`config.mk`:
```
export PLATFORM = sky130hd
export DESIGN_NAME = axis_uart_rx
export DESIGN_NICKNAME = d
export VERILOG_FILES = /design/src/rtl/axis_uart_rx.sv
export SDC_FILE = /design/constraint.sdc
export NUM_CORES = 1
export LEC_CHECK = 0
export CAP_MARGIN = 25
export CORE_ASPECT_RATIO = 0.9
export CORE_UTILIZATION = 51
export DETAILED_ROUTE_END_ITERATION = 7
export PLACE_DENSITY = 0.81
export SLEW_MARGIN = 40
export SYNTH_ARGS = -nofsm -noshare
export SYNTH_HDL_FRONTEND = slang
export SYNTH_SLANG_ARGS = --single-unit
```
`constraint.sdc`:
```
create_clock -name clk -period 2.38 [get_ports clk]
set_clock_uncertainty 0.2 [all_clocks]
set_input_delay 0.595 -clock clk [delete_from_list [all_inputs] [get_ports clk]]
set_output_delay 0.595 -clock clk [all_outputs]
set_load 0.02 [all_outputs]
```
`src/rtl/axis_uart_rx.sv`:
```
// axis_uart_rx: serial-to-AXI4-Stream UART receiver, MSB first.
//   clk, rst_n   : single clock, asynchronous active-low reset
//   in           : asynchronous serial line, idle high
//   tdata/tvalid : received word on a one-entry holding register
//   tready       : downstream accept
//   framing_err  : 1-cycle pulse, stop bit sampled low (word discarded)
//   overrun      : 1-cycle pulse, new word dropped because register was full
module axis_uart_rx #(
    parameter int CLK_FREQ_HZ  = 10_000_000,
    parameter int BAUD_RATE    = 9_600,
    parameter int DATA_WIDTH   = 8,
    parameter int CLKS_PER_BIT = CLK_FREQ_HZ / BAUD_RATE
) (
    input  logic                  clk,
    input  logic                  rst_n,
    input  logic                  in,
    output logic [DATA_WIDTH-1:0] tdata,
    output logic                  tvalid,
    input  logic                  tready,
    output logic                  framing_err,
    output logic                  overrun
);

    localparam int CW  = (CLKS_PER_BIT > 1) ? $clog2(CLKS_PER_BIT) : 1;
    localparam int DCW = (DATA_WIDTH > 1) ? $clog2(DATA_WIDTH) : 1;

    localparam logic [CW-1:0]  BIT_LAST  = CW'(CLKS_PER_BIT - 1);
    localparam logic [CW-1:0]  HALF_LAST = CW'(CLKS_PER_BIT / 2 - 1);
    localparam logic [DCW-1:0] DATA_LAST = DCW'(DATA_WIDTH - 1);

    localparam logic [2:0] IDLE      = 3'd0;
    localparam logic [2:0] START     = 3'd1;
    localparam logic [2:0] DATA      = 3'd2;
    localparam logic [2:0] STOP      = 3'd3;
    localparam logic [2:0] WAIT_HIGH = 3'd4;

    logic                  sync1, rx_s;
    logic [2:0]            state, state_nxt;
    logic [CW-1:0]         bit_ctr;
    logic [DCW-1:0]        data_ctr;
    logic [DATA_WIDTH-1:0] sr;
    logic                  sample_data, deliver, frame_bad;

    // Two-flop synchronizer, reset to the idle (high) line level.
    always_ff @(posedge clk or negedge rst_n) begin
        if (!rst_n) begin
            sync1 <= 1'b1;
            rx_s  <= 1'b1;
        end else begin
            sync1 <= in;
            rx_s  <= sync1;
        end
    end

    always_comb begin
        state_nxt   = state;
        sample_data = 1'b0;
        deliver     = 1'b0;
        frame_bad   = 1'b0;
        case (state)
            IDLE: begin
                if (!rx_s) state_nxt = START;
            end
            START: begin
                // Half-bit check rejects short low glitches.
                if (bit_ctr == HALF_LAST) state_nxt = rx_s ? IDLE : DATA;
            end
            DATA: begin
                if (bit_ctr == BIT_LAST) begin
                    sample_data = 1'b1;
                    if (data_ctr == DATA_LAST) state_nxt = STOP;
                end
            end
            STOP: begin
                // Leaving at stop-bit centre gives half a bit of slack
                // for a back-to-back start edge.
                if (bit_ctr == BIT_LAST) begin
                    if (rx_s) begin
                        deliver   = 1'b1;
                        state_nxt = IDLE;
                    end else begin
                        frame_bad = 1'b1;
                        state_nxt = WAIT_HIGH;
                    end
                end
            end
            WAIT_HIGH: begin
                if (rx_s) state_nxt = IDLE;
            end
            default: state_nxt = IDLE;
        endcase
    end

    always_ff @(posedge clk or negedge rst_n) begin
        if (!rst_n) begin
            state    <= IDLE;
            bit_ctr  <= '0;
            data_ctr <= '0;
            sr       <= '0;
        end else begin
            state <= state_nxt;

            if (state_nxt != state || sample_data ||
                state == IDLE || state == WAIT_HIGH)
                bit_ctr <= '0;
            else
                bit_ctr <= bit_ctr + 1'b1;

            if (state != DATA)
                data_ctr <= '0;
            else if (sample_data)
                data_ctr <= data_ctr + 1'b1;

            if (sample_data) sr <= {sr[DATA_WIDTH-2:0], rx_s};
        end
    end

    // Holding register: a delivery into a full register is only accepted
    // when the current word is handed off in the same cycle.
    always_ff @(posedge clk or negedge rst_n) begin
        if (!rst_n) begin
            tdata       <= '0;
            tvalid      <= 1'b0;
            framing_err <= 1'b0;
            overrun     <= 1'b0;
        end else begin
            framing_err <= frame_bad;
            overrun     <= deliver && tvalid && !tready;
            if (deliver && (!tvalid || tready)) begin
                tdata  <= sr;
                tvalid <= 1'b1;
            end else if (tvalid && tready) begin
                tvalid <= 1'b0;
            end
        end
    end

endmodule

```
* Word level (Yosys, flattened, before mapping)
Cells that the tools add are included.
** Operators by class
- $add $sub $neg :: 2
- Equality and inequality tests :: 9
- Muxes and demuxes :: 22
- Reductions and logical operators :: 13
** Operators with widths (number)
- $mux W3 :: 9
- $pmux W3 S5 :: 1
- $add A11 B1 Y11 const B :: 1
- $eq A11 B10 Y1 const B :: 1
- $eq A11 B11 Y1 const B :: 1
- $mux W11 :: 1
- $mux W1 :: 10
- $eq A3 B2 Y1 const B :: 2
- $eq A3 B3 Y1 const B :: 2
- $logic_and A1 B1 Y1 :: 4
- $logic_or A1 B1 Y1 :: 4
- $reduce_bool A2 Y1 :: 2
- $add A3 B1 Y3 const B :: 1
- $eq A3 B1 Y1 const B :: 1
- $logic_not A3 Y1 :: 1
- $ne A3 B2 Y1 const B :: 1
- $ne A3 B3 Y1 :: 1
- $logic_not A1 Y1 :: 2
- $mux W2 :: 1
** Storage, ports and cells
- Bits in registers :: 38
- Word-level logic and storage cells :: 56

* Longest topological paths before layout
- Depth after elaboration :: 9
- Depth in mapped cells :: 7
- Depth with buffers taken out :: 6

* Least setup slack after synthesis
Ideal clock, no wire load.
- Kind :: reg2reg
- From :: reg bit_ctr[6]
- To :: reg tdata[0]
- Arrival :: 2.300 ns
- Path slack :: -0.245 ns
- Cell stages (with the launch flop) :: 6
- Clock period less this slack :: 2.625 ns
- Path through :: dfrtp_1 or4_4 or4_4 or3b_1 buf_6 mux2_4
** Between the ends
- Cells in the longest elaborated chain, start to end :: 4
** Ends and longest elaborated chain
- start: declaration :: line 39 : logic [CW-1:0] bit_ctr;
- start signal: assignment :: line 107 : bit_ctr <= bit_ctr + 1'b1;
- $eq A11 B11 Y1 :: line 77 : if (bit_ctr == BIT_LAST) begin
- $mux W1 :: line 77
- $mux W1 :: line 60 : case (state)
- $logic_and A1 B1 Y1 :: line 129 : if (deliver && (!tvalid || tready)) begin
- end signal: assignment :: line 130 : tdata <= sr;
- end: declaration :: line 17 : output logic [DATA_WIDTH-1:0] tdata,
Every way passes these cells.
A chain may end at the register's enable or synchronous reset.

* Worst setup path in the final report
- From :: reg bit_ctr[5]
- To :: reg tdata[6]
Same word-level chain as after synthesis.

==> impl.org <==
** Die
- After floorplanning, the core was sized to cover 3350 sq um.
- The floorplan step set the die height to 58.2 um.
- Starting density of the core :: 53.3%
- I/O Pins :: 15
- The die covers 3750 sq um.
- Num rows :: 20
- Measured along the x axis, the die boundary spans 64.4 um.

** Global route
- Global routing used 21.7% of the available tracks.
- Wire length of the first global-routing pass :: 6.09 mm
- Summed over all layers, the global routing overflow is 0.
- Entering global routing, the biggest net connects 39 pins.
- Initial antenna violation count :: 0
- Via count of the first global-routing pass :: 1364

** Clock tree
- Root Buffer Master :: clkbuf_8
- Sink count of the clock tree :: 38
- The number of clock buffers added by TritonCTS is 5.
- No sink is reached through more buffers than the 2 on the longest clock path.
- TritonCTS built the clock tree.
- The later pin in the worst-skew pair is clocked with a latency of 0.29 ns.
- Clock input transition at the sequential cells of the worst setup and hold paths :: 0.07 ns
- Level count of the clock H-tree :: 2
- In this run, post-CTS hold repair placed 0 buffers.

** Placement
- In this run the tool buffered the top-level ports with 14 buffer cells.
- GP Congestion :: 0.867
- Detailed placement ended at an HPWL of 2.39 mm.
- Before CTS, the worst setup slack after placement is -0.239 ns.

** STA
- Fmax :: 389 MHz
- Slew HR :: 67.8%
- Max Transition Viols Final :: 0
- Setup repair after global routing could not meet its margin everywhere.
- Of the available clock period, the critical path in the final layout requires 108%.
- Pin slew with the least headroom to its limit :: 0.483 ns
- In the post-route analysis, the smallest setup slack over all paths is -0.187 ns.
- Setup violations remaining at the end of the flow were counted as 8.
- After layout, the minimum clock period comes to 2.57 ns.
- The final hold violation count is 0.

** Drt
- Post-DR wirelength/cell :: 15.5 um
- Pre-antenna DRT Iters :: 4
- After detailed routing, the number of remaining DRC violations is 0.
- After the first detailed-routing iteration, the DRC count stood at 44.
- WL final :: 3.43 mm
- The final route contains 1278 vias.
- Vias/cell :: 5.76
- The count of nets left with antenna violations once routing finished came out at 0.

** Setup path
- CP Data Required Time :: 2.36 ns
- Maximum fanout encountered on the critical timing path :: 8
- For the worst setup path, the data arrival time is 2.55 ns.
- Crit. End Element :: register
- Class of the most critical setup path :: register to register
- STA classifies the critical path startpoint as a register.

** Logic synthesis
- Average size of a mapped cell :: 12.3 sq um
- The number of nets in the synthesized netlist is 153.
- Cell taking the most area after synthesis :: dfrtp_1
- Yosys warning count :: 0
- Post-synthesis cell type count :: 38
- Combined area of all synthesized cells :: 1790 sq um
- Sequential elements use 53.3% of the synthesized area.
- Cells after Synth :: 145
- The top cell type by area accounts for 50.4% of the synthesized area.
- Dominant cells by area after synthesis :: dfrtp_1 (50%), mux2_4 (6.7%), mux2_2 (5.0%)
- Counting flops and latches in the post-synthesis netlist gives 38.

** Power and ir drop
- Power per Cell Area :: 523 nW/um^2
- Summing internal, switching and leakage power gives 0.00113 W.
- Worst vdd ir :: 386 uV
- Static Leakage :: 1.00 nW

** Min path
- HP Class :: register to register

** Job
- Max_cap viols :: 0

** Cells and area
- Diodes inserted :: 0
- After the last flow step, the layout net total stands at 185.
- The area growth from synthesis to layout is 20.7%.
- Share of cells above drive strength 1 :: 28.1%

** Status
- Outcome :: finished, violations left
- The checks that failed: setup timing.
## cell usage in the layout (no fill, tap or decap), types with 2 or more instances in the layout
cell / instances
dfrtp_1: 36
nand4_1: 5
mux2_2: 8
clkbuf_8: 6
mux2i_1: 3
dfstp_2: 2
a2111oi_1: 2
nand3b_1: 2
nand3_1: 5
a2111oi_0: 2
or4_4: 2
nor2_1: 13
xnor2_1: 2
nor4_1: 3
inv_1: 4
mux2_4: 8
ha_1: 4
buf_4: 17
nor3_1: 8
nand2_1: 4
xor2_1: 8
nand2b_1: 3
clkdlybuf4s50_1: 14
## sequential cells by signal (all words and copies together), names as in the netlist, 3 cells and up
signal and flops:
bit_ctr 11, state 3, sr 8, tdata 8, data_ctr 3
## final timing paths
path,slack [ns],end,from,depth (start not counted)
worst max-delay path,-0.19,tdata[6],bit_ctr[5],4
worst min-delay path,0.16,rx_s,sync1,0
worst max register to register,-0.19,tdata[6],bit_ctr[5],4
worst min register to register,0.16,rx_s,sync1,0
max in group asynchronous,1.08,sync1,rst_n,2
min in group asynchronous,0.53,tdata[1],rst_n,2
## through the flow
step           cells  hold slack (ns)  area (sq um)  utilization (%)  TNS (ns)
3_3_place_gp     215            0.147          2060             61.5     -1.57
6_report         222            0.160          2160             64.4     -1.47
5_1_grt          222            0.166          2160             64.4     -1.81
4_1_cts          223            0.161          2160             64.4     -1.79
2_1_floorplan    145           0.0994          1790                -     -1.72
3_5_place_dp     215            0.150          2060             61.5     -1.87
## Yosys cell counts (all sizes together)
cell           number
buf                 1
nor3                8
o31ai               1
nand4b              1
or4b                1
nand2b              3
and4                1
nand3b              2
mux2i               3
inv                 4
or3                 1
o21a                1
xnor2               2
nand2               4
or3b                1
dfstp               2
o22ai               1
and3                2
a2111oi             4
a31o                1
ha                  4
nor2               13
dfrtp              36
or4                 2
a211oi              1
mux2               16
a211o               1
o21ai               1
nand4               5
clkbuf              4
xor2                8
clkdlybuf4s50       1
a31oi               1
nor4                3
nand3               5
## repair_timing
action                                  CTS  global route
endpoints found under the setup margin    8            12
resized for setup                         1             4
buffers inserted                          0             0
pin swaps                                 0             0
endpoints found under the hold margin     0             0
## per-layer routing
metal  wire, um  vias to the layer above  GRT usage (%)
met4         64                        0           12.4
li1           -                      587              -
met5          0                        -              0
met2       1730                       38           36.1
met3        157                        7           7.09
met1       1470                      646           24.8
## cells by family (layout without fill, tap and decap cells)
| family | Yosys count | count (layout) | synth area share, % |
|---|---|---|---|
| buffers and inverters | 10 | 43 | 4.06 |
| muxes | 19 | 19 | 13.4 |
| AOI/OAI and AO/OA | 12 | 12 | 5.18 |
| DFF | 38 | 38 | 53.3 |
| and+or+nand+nor | 52 | 52 | 16.3 |
| xor gates and xnor gates | 10 | 10 | 4.90 |
| adders and majority gates | 4 | 4 | 2.80 |
## critical path: stages, from the launching register on
cell	delay, ns
dfrtp_1	0.39
or4_4	0.54
or4_4	0.53
or3b_4	0.48
mux2_4	0.32
## area by class of cell
class	count	area, sq um
fillers	260	1190
flip-flops and latches	38	953
multi-input cells	97	772
repair buffers	31	268
clock buffers	6	82.6
well taps	44	55.1
inverters	4	15.0
clock inverters	2	12.5
## report_power, final
part	internal (W)	total, W	switching, W
clock	0.000233	0.000459	0.000226
combinational	0.00000594	0.0000194	0.0000134
sequential	0.000648	0.000651	0.00000235
total	0.000887	0.00113	0.000242
Note: power is estimated with default switching activity, not from simulation.
